==> src/rtl/pixel_gather.sv <==
`default_nettype none
// +-----------------------------------------------------------------------+
// | Module   : pixel_gather                                               |
// | Brief    : Captures the five RAM samples of a point pair and reports  |
// |            their contrast and edge decision.                          |
// | Config   : RAM_OUTREG_EN selects a two-cycle RAM read latency.        |
// | Revision : 1.0 - initial release                                      |
// +-----------------------------------------------------------------------+
module pixel_gather #(
  parameter int DW  = 8,
  parameter int THR = 16
) (
  input  logic            clk,
  input  logic            rst,
  input  logic            start,
  input  logic            cal_point_rdy,
  input  logic            w_en,
  input  logic [DW-1:0]   q_a,
  input  logic [DW-1:0]   q_b,
  output logic [5*DW-1:0] pix_a,
  output logic [5*DW-1:0] pix_b,
  output logic [DW+2:0]   contrast,
  output logic            is_edge,    // "edge" is a reserved word
  output logic            out_valid,
  output logic            busy
);

`ifdef RAM_OUTREG_EN
  localparam int C_LAT = 2;
`else
  localparam int C_LAT = 1;
`endif
  localparam int C_SW = DW + 3;
  localparam logic signed [C_SW-1:0] C_THR = C_SW'(THR);

  logic [2:0]       r_cnt;
  logic             w_rd;
  logic             w_adv;
  logic [C_LAT-1:0] r_d_rd;
  logic [2:0]       r_d_cnt [C_LAT];
  logic             w_cap;
  logic [2:0]       w_idx;
  logic             w_fire;
  logic [4:0]       r_flag;
  logic [DW-1:0]    r_slot_a [4];
  logic [DW-1:0]    r_slot_b [4];
  logic [C_SW-1:0]  w_sum_a;
  logic [C_SW-1:0]  w_sum_b;
  logic [C_SW-1:0]  w_diff;
  logic [5*DW-1:0]  r_pix_a;
  logic [5*DW-1:0]  r_pix_b;
  logic [C_SW-1:0]  r_contrast;
  logic             r_edge;
  logic             r_out_valid;

  assign w_rd  = start & cal_point_rdy & ~w_en;
  assign w_adv = start & cal_point_rdy & (r_cnt < 3'd4);

  // Mirror of the address generator's point counter.
  always_ff @(posedge clk or negedge rst) begin
    if (!rst) begin
      r_cnt <= 3'd0;
    end else begin
      r_cnt <= w_adv ? r_cnt + 3'd1 : 3'd0;
    end
  end

  // Align the read qualifier and point index with the RAM read latency.
  always_ff @(posedge clk or negedge rst) begin
    if (!rst) begin
      r_d_rd <= '0;
      for (int i = 0; i < C_LAT; i++) begin
        r_d_cnt[i] <= 3'd0;
      end
    end else begin
      r_d_rd[0]  <= w_rd;
      r_d_cnt[0] <= r_cnt;
      for (int i = 1; i < C_LAT; i++) begin
        r_d_rd[i]  <= r_d_rd[i-1];
        r_d_cnt[i] <= r_d_cnt[i-1];
      end
    end
  end

  assign w_cap  = r_d_rd[C_LAT-1];
  assign w_idx  = r_d_cnt[C_LAT-1];
  assign w_fire = w_cap & (w_idx == 3'd4) & (&r_flag[3:0]);

  always_ff @(posedge clk or negedge rst) begin
    if (!rst) begin
      r_flag <= 5'd0;
      for (int k = 0; k < 4; k++) begin
        r_slot_a[k] <= '0;
        r_slot_b[k] <= '0;
      end
    end else if (!w_cap) begin
      r_flag <= 5'd0;
    end else begin
      // Slot 0 opens a fresh sequence, discarding any stale partial one.
      if (w_idx == 3'd0) begin
        r_flag <= 5'b00001;
      end else if (w_idx <= 3'd4) begin
        r_flag[w_idx] <= 1'b1;
      end
      if (w_idx < 3'd4) begin
        r_slot_a[w_idx[1:0]] <= q_a;
        r_slot_b[w_idx[1:0]] <= q_b;
      end
    end
  end

  always_comb begin
    w_sum_a = '0;
    w_sum_b = '0;
    for (int k = 0; k < 4; k++) begin
      w_sum_a = w_sum_a + C_SW'(r_slot_a[k]);
      w_sum_b = w_sum_b + C_SW'(r_slot_b[k]);
    end
    w_diff = w_sum_b - w_sum_a;
  end

  // Slot 4 is taken straight from the RAM so the result lands one edge earlier.
  always_ff @(posedge clk or negedge rst) begin
    if (!rst) begin
      r_pix_a     <= '0;
      r_pix_b     <= '0;
      r_contrast  <= '0;
      r_edge      <= 1'b0;
      r_out_valid <= 1'b0;
    end else begin
      r_out_valid <= w_fire;
      if (w_fire) begin
        r_pix_a    <= {q_a, r_slot_a[3], r_slot_a[2], r_slot_a[1], r_slot_a[0]};
        r_pix_b    <= {q_b, r_slot_b[3], r_slot_b[2], r_slot_b[1], r_slot_b[0]};
        r_contrast <= w_diff;
        r_edge     <= ($signed(w_diff) >= C_THR);
      end
    end
  end

  assign pix_a     = r_pix_a;
  assign pix_b     = r_pix_b;
  assign contrast  = r_contrast;
  assign is_edge   = r_edge;
  assign out_valid = r_out_valid;
  assign busy      = (|r_flag) | (|r_d_rd);

endmodule
`default_nettype wire

==> config.mk <==
export PLATFORM = sky130hd
export DESIGN_NAME = pixel_gather
export DESIGN_NICKNAME = d
export VERILOG_FILES = /design/src/rtl/pixel_gather.sv
export SDC_FILE = /design/constraint.sdc
export NUM_CORES = 1
export LEC_CHECK = 0
export BUFFER_PORTS_ARGS = -buffer_cell sky130_fd_sc_hd__buf_2
export CAP_MARGIN = 20
export CORE_MARGIN = 5
export CORE_UTILIZATION = 35
export CTS_CLUSTER_SIZE = 28
export DETAILED_ROUTE_END_ITERATION = 8
export GPL_TIMING_DRIVEN = 1
export SLEW_MARGIN = 20
export SYNTH_ARGS = -nofsm -noshare
export SYNTH_HDL_FRONTEND = slang
export SYNTH_SLANG_ARGS = --single-unit
==> constraint.sdc <==
create_clock -name clk -period 11.2 [get_ports clk]
set_input_delay 2.24 -clock clk [delete_from_list [all_inputs] [get_ports clk]]
set_output_delay 2.24 -clock clk [all_outputs]
set_load 0.01 [all_outputs]
==> results.tsv, run 1 <==
stage	metric	value	unit
run_status	status	finished clean	
sta	setup_viol	0	
clock_tree	cts_resized	0	
sta	fin_crit_sh	39.3	%
grt	antenna_found_initial	0	
critical_path	end_kind	flop	
clock_tree	post_cts_buffers	0	
sta	max_slew_margin	41.5	%
floorplanning	dieArea	26200	um^2
clock_tree	cts_root_buf	clkbuf_16	
critical_path	worst_ep_required_time	11490	ps
sta	skew	11.9	ps
power	power.total	2810	uW
sta	hold_viol	0	
critical_path	critPathKind	flop to flop	
sta	fin_ws	6800	ps
synth	synth_area	8060	um^2
drt	wire_per_inst	16.2	um
grt	grt_pass1_vias	5421	
synth	yosys-top-cells-area	dfrtp_1 (52%), fa_1 (12%), nand2_1 (10%)	
floorplanning	ios	115	
critical_path	critPathMaxStageDelay	560	ps
critical_path	cp_slowest_cell	fa_1	
drt	met2_wirelength	8130	um
finish	nets	935	
critical_path	critPathMaxFanout	6	
sta	rsz0062_at_grt	no	
drt	met3WireLength	845	um
drt	ant_nets	0	
clock_tree	htree_levels	4	
grt	grt_pass1_wl	30600	um
power	peakVddDrop	0.230	mV
finish	drive_gt1_share	25.6	%
synth	synth-seq-cells	169	
floorplanning	core-area	22600	um^2
floorplanning	start_util	35.6	%
drt	drcViolationCount	0	
clock_tree	cts-hold-fix-buffers	0	
sta	period_minus_slack	4400	ps
critical_path	worstSetupStartpointType	flop	
synth	syn-mean-instance-area	10.8	um^2
placed_design	dp_hpwl	13300	um
placed_design	placedCellCount	1119	
finish	syn_to_final_growth	16.8	%
synth	syn_nets	828	
sta	slew_viol_final	0	
drt	num_vias	5285	
placed_design	detailedPlace.worstSlack	6810	ps
finish	final_util	41.6	%
power	p_per_area	298	nW/um^2
critical_path	worst_ep_arrival_time	4690	ps
floorplanning	die_w	162	um
finish	layout_common_cells	nand2_1 (216), dfrtp_1 (169), buf_2 (113), inv_1 (94), fa_1 (49)	
grt	grtUsageTotal	14.9	%
synth	ys_warn_count	0	
drt	drt-met1-wl	9420	um
placed_design	io_buffers	114	
clock_tree	insertion_delay	430	ps
clock_tree	cts_tree	yes	
sta	fin_tns_setup	0	ps
job	maxCapViolCount	0	
drt	wirelength	18600	um
finish	diodes	0	
synth	yosysSeqAreaShare	52.5	%
placed_design	gp_congestion	0.826	
clock_tree	cts_buffers	17	
finish	layout.cells.non_filler	1151	
critical_path	critPathMostFrequentCell	fa_1	
drt	viasPerCell	4.59	
synth	synth_cell_types	38	
finish	final_common_cell	nand2_1	
grt	grt_remaining_overflow	0	
floorplanning	rows	55	
clock_tree	cts.sinks	169	
sta	tightest_slew	877	ps
drt	first_iter_violations	297	
floorplanning	dieHeight	162	um
power	p_leak	0.00489	uW
clock_tree	clk_pin_slew	70	ps
drt	drtPass1Iterations	4	
drt	top_layer	met4	
synth	netlist.area_leader.share	52.5	%
synth	yosysTopAreaCell	dfrtp_1	
min_path	min_path_type	flop to flop	
sta	fmax	0.227	GHz
synth	syn_inst	746	
grt	grt_max_degree	109	
critical_path	crit_chain	inv_1 -> fa_1 -> fa_1 -> fa_1 -> inv_1 -> fa_1 -> inv_1 -> ha_1 -> a21o_1 -> a221oi_2 -> o221ai_1 -> a211oi_2 -> o21bai_1 -> a41oi_1	
clock_tree	clock_path_buffers	2	
flip-flops by register name, summed over array words and instances (netlist names):
register and flops:
pix_a 40, pix_b 40, r_slot_a 32, r_slot_b 32, contrast 11, r_flag 5, r_cnt 3, r_d_cnt 3
is_edge 1, out_valid 1, r_d_rd 1
layout make-up:
type | count | area (um^2)
fill | 2209 | 13200
clock inverter | 15 | 186
clock buffer | 17 | 425
inverter | 95 | 358
multi-input combinational | 450 | 3240
timing repair buffer | 120 | 624
sequential | 169 | 4230
tap | 285 | 357
cells by family (layout without fill, tap and decap cells):
| group | Yosys count | count (layout) | share of synthesized area, % |
|---|---|---|---|
| and+or+nand+nor | 242 | 242 | 11.8 |
| DFF | 169 | 169 | 52.5 |
| buffers and inverters | 127 | 247 | 7.50 |
| AOI/OAI and AO/OA | 106 | 106 | 8.68 |
| adders and majority gates | 61 | 61 | 14.0 |
| muxes | 34 | 34 | 4.75 |
| xor gates and xnor gates | 7 | 7 | 0.761 |
cell usage after synthesis:
cell type    n
mux2_2      34
nand2b_1     1
xor2_1       2
o21ai_2     30
a21boi_0     5
clkinv_2     1
nor2_1       7
nor2_2       1
a221oi_2     1
nand2_1    216
nand4_1      1
dfrtp_1    169
and3_1       1
a21o_1       5
and3b_1      1
a41oi_1      1
xnor2_1      5
o211ai_1     1
o21bai_1     1
buf_4        5
nor2b_1      2
and2_1       3
a211oi_2     1
nor4_1       1
nand3_1      4
fa_1        49
inv_1       94
o22ai_1      1
clkbuf_1     6
o221ai_1     1
ha_1        12
nor3_1       2
or4_1        2
buf_2        8
o21ai_0     38
a21oi_1      5
buf_6       13
o21ai_1     16
metal layers:
metal	up-vias	track usage, %
li1	2545	-
met1	2616	22.7
met2	110	21.4
met3	14	3.32
met4	0	4.27
met5	-	0
power by group:
part           internal (uW)  leakage (uW)  switching [uW]
combinational            611       0.00244             896
clock                    357      0.000305             263
sequential               652       0.00215            27.9
final timing paths:
path,startpoint,endpoint,slack [ps],cells after the start
max,r_slot_a[12],is_edge,6800,14
min,r_cnt[1],r_d_cnt[1],390,0
max reg2reg,r_slot_a[12],is_edge,6800,14
min reg2reg,r_cnt[1],r_d_cnt[1],390,0
max in group asynchronous,rst,r_slot_b[17],7980,2
min in group asynchronous,rst,r_slot_a[22],1920,1
per-stage QoR:
step / cell area, um^2 / hold slack (ps)
final: 9420 / 388
after global routing: 9420 / 401
after CTS: 9410 / 390
after detailed placement: 8800 / 373
after global placement: 8800 / 372
after floorplan: 8060 / 357
critical path: cells and delay by family, from the launching register on:
family / cells / cell delay [ps]
flops: 1 / 360
fa+ha+maj: 5 / 2460
compound gates: 6 / 1240
buf+inv: 3 / 220
(Power assumes the default switching activity.)
==> inputs of run 2 (changes only) <==
==> constraint.sdc (replaced) <==
create_clock -name clk -period 4.6 [get_ports clk]
set_input_delay 0.92 -clock clk [delete_from_list [all_inputs] [get_ports clk]]
set_output_delay 0.92 -clock clk [all_outputs]
set_load 0.01 [all_outputs]
==> results.tsv, run 2 (synthesis gave the netlist of run 1 again) <==
stage	metric	value	unit	change
critical_path	r2r_start	r_slot_a[12]		
drt	drcViolationCount	0		unchanged
drt	ant_nets	0		unchanged
critical_path	worst_ep_required_time	4890	ps	-6600 ps
critical_path	critPathTopFamily	adder cells		
clock_tree	cts_root_buf	clkbuf_16		
critical_path	worst_ep_arrival_time	4660	ps	-30 ps
critical_path	end_kind	flop		
drt	wirelength	18700	um	+0.38%
power	p_per_area	726	nW/um^2	+140%
drt	num_vias	5269		-0.30%
floorplanning	die_w	162	um	unchanged
grt	grt_pass1_vias	5356		-1.2%
clock_tree	htree_levels	4		unchanged
job	maxCapViolCount	0		unchanged
sta	hold_viol	0		unchanged
finish	register_area	4230	um^2	unchanged
power	p_leak	0.00488	uW	-0.18%
drt	first_iter_violations	346		+16%
critical_path	critPathMostFrequentCell	fa_1		
critical_path	critPathMaxFanout	6		unchanged
placed_design	io_buffers	114		unchanged
placed_design	gp_congestion	0.832		+0.74%
critical_path	worst_r2r_endpoint	is_edge		
grt	antenna_found_initial	0		unchanged
critical_path	crit_buf_inv	3		unchanged
drt	viasPerCell	4.58		-0.30%
grt	grt_remaining_overflow	0		unchanged
critical_path	cp_slowest_cell	fa_1		
clock_tree	cts.sinks	169		unchanged
sta	fin_tns_setup	0	ps	unchanged
clock_tree	clk_pin_slew	70	ps	about the same
placed_design	dp_hpwl	13400	um	+0.39%
critical_path	worstRegToRegCells	14		unchanged
floorplanning	ios	115		unchanged
finish	layout_common_cells	nand2_1 (216), dfrtp_1 (169), buf_2 (113), inv_1 (94), fa_1 (49)		
clock_tree	insertion_delay	430	ps	about the same
drt	wire_per_inst	16.2	um	+0.38%
critical_path	critPathKind	flop to flop		
clock_tree	cts_tree	yes		
power	power.total	6820	uW	+140%
critical_path	crit_chain	inv_1 -> fa_1 -> fa_1 -> fa_1 -> inv_1 -> fa_1 -> inv_1 -> ha_1 -> a21o_1 -> a221oi_2 -> o221ai_1 -> a211oi_2 -> o21bai_1 -> a41oi_1		
floorplanning	dieArea	26200	um^2	unchanged
power	peakVddDrop	0.811	mV	+250%
sta	rsz0062_at_grt	no		
sta	slew_viol_final	0		unchanged
finish	nets	935		unchanged
floorplanning	dieHeight	162	um	unchanged
critical_path	worstSetupStartpointType	flop		
finish	fillers	2188		-0.95%
finish	diodes	0		unchanged
critical_path	critPathMaxStageDelay	540	ps	-20 ps
critical_path	critPathLaunch	r_slot_a[12]		
min_path	min_path_type	flop to flop		
sta	fin_crit_sh	95.1	%	+56 points
clock_tree	clock_path_buffers	2		unchanged
critical_path	ff2ff_setup_slack	230	ps	-6570 ps
min_path	whs_path_depth	0		unchanged
floorplanning	core-area	22600	um^2	unchanged
run_status	status	finished clean		
finish	multi_input_area	3240	um^2	about the same
clock_tree	cts_buffers	17		unchanged
sta	setup_viol	0		unchanged
finish	drive_gt1_share	25.6	%	unchanged
grt	grt_pass1_wl	30500	um	-0.45%
clock_tree	post_cts_buffers	0		unchanged
sta	tightest_slew	1110	ps	+232 ps
finish	final_common_cell	nand2_1		
floorplanning	rows	55		unchanged
sta	skew	15.6	ps	+3.79 ps
finish	syn_to_final_growth	16.7	%	
sta	period_minus_slack	4370	ps	-26.0 ps
min_path	holdPathEnd	r_d_cnt[1]		
floorplanning	start_util	35.6	%	unchanged
grt	grtUsageTotal	14.9	%	-0.032 points
sta	fmax	0.229	GHz	+0.60%
min_path	hold_path_startpoint	r_cnt[1]		
grt	grt_max_degree	88		-19%
drt	drtPass1Iterations	4		unchanged
sta	max_slew_margin	25.8	%	-16 points
sta	holdWs	388	ps	-0.0360 ps
[run 2: power breakdown]
group	switching [uW]	total [uW]	internal, uW
Combinational	2170	3710	1540
Clock	646	1460	813
Sequential	67.1	1660	1590
Total	2880	6820	3940
[run 2: stage by stage]
| stage | cells | worst slack, ps | instance area (um^2) | utilization (%) |
|---|---|---|---|---|
| final | 1151 | 227 | 9410 | 41.5 |
| after global routing | 1151 | 2.40 | 9410 | 41.5 |
| after CTS | 1151 | 213 | 9400 | 41.5 |
| after detailed placement | 1119 | 214 | 8810 | 38.9 |
| after global placement | 1119 | 258 | 8810 | 38.9 |
| after floorplan | 746 | 477 | 8060 | - |
[run 2: how the worst max path moves through the flow]
| stage | slack (ps) | endpoint | cells past startpoint |
|---|---|---|---|
| 2_1_floorplan | 480 | is_edge | 14 |
| 3_3_place_gp | 260 | is_edge | 14 |
| 3_5_place_dp | 210 | is_edge | 14 |
| 4_1_cts | 210 | is_edge | 14 |
| 5_1_grt | 2 | is_edge | 14 |
| 6_report | 230 | is_edge | 14 |
[run 2: repair_timing]
action	CTS	global route
endpoints found under the hold margin	0	0
hold buffers	0	0
setup endpoints to repair	0	1
resized for setup	0	1
[run 2: area by class of cell]
| cell class | count | area share [%] |
|---|---|---|
| clock inverter | 15 | 1.73 |
| timing repair buffer | 120 | 6.74 |
| inverter | 95 | 3.80 |
| multi-input combinational | 450 | 34.4 |
| tap | 285 | 3.79 |
| clock buffer | 17 | 4.52 |
| sequential | 169 | 45.0 |
[run 2: per-layer routing]
metal | up-vias | track usage (%) | part of all wire, %
met5 | - | 0 | 0
met4 | 0 | 3.34 | 0.91
met3 | 13 | 3.63 | 4.4
met2 | 103 | 21.9 | 44
met1 | 2610 | 22.4 | 50
li1 | 2543 | - | -
==> inputs of run 3 (changes only) <==
--- a/config.mk
+++ b/config.mk
@@ -9,9 +9,10 @@
 export CAP_MARGIN = 20
 export CORE_MARGIN = 5
 export CORE_UTILIZATION = 35
-export CTS_CLUSTER_SIZE = 28
+export CTS_CLUSTER_SIZE = 24
 export DETAILED_ROUTE_END_ITERATION = 8
 export GPL_TIMING_DRIVEN = 1
+export SETUP_SLACK_MARGIN = 0.3
 export SLEW_MARGIN = 20
 export SYNTH_ARGS = -nofsm -noshare
 export SYNTH_HDL_FRONTEND = slang
==> results.tsv, run 3 (synthesis gave the netlist of run 1 again) <==
stage	metric	value	unit	change
run_status	status	finished clean		
critical_path	critPathLaunch	r_slot_b[11]		
critical_path	end_kind	flop		
floorplanning	ios	115		unchanged
drt	num_vias	5288		+0.36%
floorplanning	dieArea	26200	um^2	unchanged
sta	fin_tns_setup	0	ps	unchanged
finish	syn_to_final_growth	18.3	%	
clock_tree	clock_path_buffers	2		unchanged
grt	antenna_found_initial	0		unchanged
drt	drcViolationCount	0		unchanged
sta	fin_ws	428	ps	+201 ps
critical_path	crit_buf_inv	3		unchanged
min_path	min_path_type	flop to flop		
sta	max_slew_margin	26.2	%	+0.36 points
sta	skew	12.8	ps	-2.86 ps
sta	setup_viol	0		unchanged
clock_tree	htree_levels	4		unchanged
critical_path	crit_path_end	is_edge		
clock_tree	cts_root_buf	clkbuf_16		
critical_path	r2r_start	r_slot_b[11]		
finish	layout_common_cells	nand2_1 (216), dfrtp_1 (167), buf_2 (113), inv_1 (82), fa_1 (43)		
floorplanning	rows	55		unchanged
power	peakVddDrop	0.864	mV	+6.5%
power	p_per_area	797	nW/um^2	+9.8%
sta	period_minus_slack	4170	ps	-201 ps
drt	drtPass1Iterations	4		unchanged
critical_path	worst_ep_required_time	4900	ps	about the same
grt	grt_remaining_overflow	0		unchanged
critical_path	critPathMostFrequentCell	fa_1		
sta	slew_viol_final	0		unchanged
finish	fillers	2181		-0.32%
critical_path	worst_ep_arrival_time	4480	ps	-180 ps
floorplanning	start_util	35.6	%	unchanged
finish	drive_gt1_share	29.5	%	+3.8 points
critical_path	critPathKind	flop to flop		
grt	grt_max_degree	88		unchanged
sta	tightest_slew	1100	ps	-5.31 ps
grt	grt_pass1_vias	5361		+0.093%
critical_path	ff2ff_setup_slack	430	ps	+200 ps
critical_path	critPathMaxFanout	4		-2
critical_path	cp_slowest_cell	fa_1		
drt	ant_nets	0		unchanged
finish	nets	941		+0.64%
clock_tree	cts-hold-fix-buffers	0		unchanged
finish	diodes	0		unchanged
drt	first_iter_violations	357		+3.2%
critical_path	critPathTopFamily	adder cells		
clock_tree	insertion_delay	430	ps	about the same
clock_tree	cts.sinks	169		unchanged
placed_design	detailedPlace.worstSlack	214	ps	unchanged
drt	wirelength	18800	um	+0.44%
finish	final_common_cell	nand2_1		
placed_design	gp_congestion	0.832		unchanged
drt	viasPerCell	4.57		-0.16%
drt	wire_per_inst	16.2	um	about the same
clock_tree	cts_buffers	17		unchanged
clock_tree	clk_pin_slew	70	ps	about the same
floorplanning	core-area	22600	um^2	unchanged
finish	multi_input_area	3330	um^2	+2.7%
critical_path	worstRegToRegCells	14		unchanged
placed_design	dp_hpwl	13400	um	unchanged
floorplanning	die_w	162	um	unchanged
critical_path	worst_r2r_endpoint	is_edge		
placed_design	io_buffers	114		unchanged
sta	fin_crit_sh	90.7	%	-4.4 points
power	p_leak	0.00489	uW	+0.24%
grt	grtUsageTotal	14.9	%	about the same
grt	grt_pass1_wl	30500	um	about the same
critical_path	critPathMaxStageDelay	550	ps	about the same
min_path	whs_path_depth	0		unchanged
sta	hold_viol	0		unchanged
critical_path	worst-path-stages	14		unchanged
clock_tree	cts_tree	yes		
job	maxCapViolCount	0		unchanged
critical_path	worstSetupStartpointType	flop		
finish	register_area	4230	um^2	about the same
floorplanning	dieHeight	162	um	unchanged
sta	fmax	0.240	GHz	+4.8%
critical_path	crit_chain	fa_1 -> fa_1 -> fa_1 -> inv_1 -> fa_1 -> inv_1 -> ha_4 -> and3_1 -> a221oi_2 -> buf_4 -> xor2_2 -> nand3_1 -> nor2_1 -> a41oi_2		
sta	rsz0062_at_grt	no		
==> run 3: cell count changes in the layout (fill, tap and decap cells not counted), sizes merged <==
cell | before | now
buf | 120 | 126
==> run 3: cell type report <==
cell class	count	area share (%)
clock buffers	17	4.46
clock inverters	15	1.71
inverters	95	3.75
multi-input cells	450	34.9
flip-flops and latches	169	44.4
well taps	285	3.74
repair buffers	126	7.12
==> run 3: per-stage QoR <==
step	cell area (um^2)	util, %	hold WS (ps)	std cells	power (uW)
2_1_floorplan	8060	-	357	746	4460
3_3_place_gp	8810	38.9	373	1119	5260
3_5_place_dp	8810	38.9	374	1119	5330
4_1_cts	9420	41.6	391	1152	6960
5_1_grt	9540	42.1	414	1157	8210
6_report	9540	42.1	388	1157	7600
==> run 3: how the worst min path moves through the flow <==
stage / from / to / slack [ps]
after CTS: r_cnt[1] / r_d_cnt[1] / 390
after global placement: r_cnt[1] / r_d_cnt[1] / 370
after detailed placement: r_cnt[1] / r_d_cnt[1] / 370
after global routing: r_cnt[1] / r_d_cnt[1] / 410
final: r_cnt[1] / r_d_cnt[1] / 390
after floorplan: r_cnt[1] / r_d_cnt[1] / 360
==> run 3: timing repair <==
action,in CTS,in global routing
buffers inserted,1,5
resized for setup,1,32
endpoints found under the setup margin,1,4
endpoints found under the hold margin,0,0
pin swaps,4,26
==> run 3: routing by layer <==
layer / GRT usage [%] / part of all wire (%)
met3: 3.63 / 5.2
met5: 0 / 0
met2: 21.9 / 44
met4: 3.34 / 0.96
met1: 22.4 / 49
==> run 3: power breakdown <==
group | leakage (uW) | switching (uW) | internal [uW]
Sequential | 0.00214 | 70.3 | 1590
Combinational | 0.00246 | 2440 | 2040
Clock | 0.000288 | 647 | 813
==> run 3: worst reg2reg max path: cells and delay by family (launching register included) <==
kind,cells,cell delay [ps]
buffers and inverters,3,300
adders and majority gates,5,2340
xor gates and xnor gates,1,150
and+or+nand+nor,3,410
AOI/OAI and AO/OA,2,400
DFF,1,440
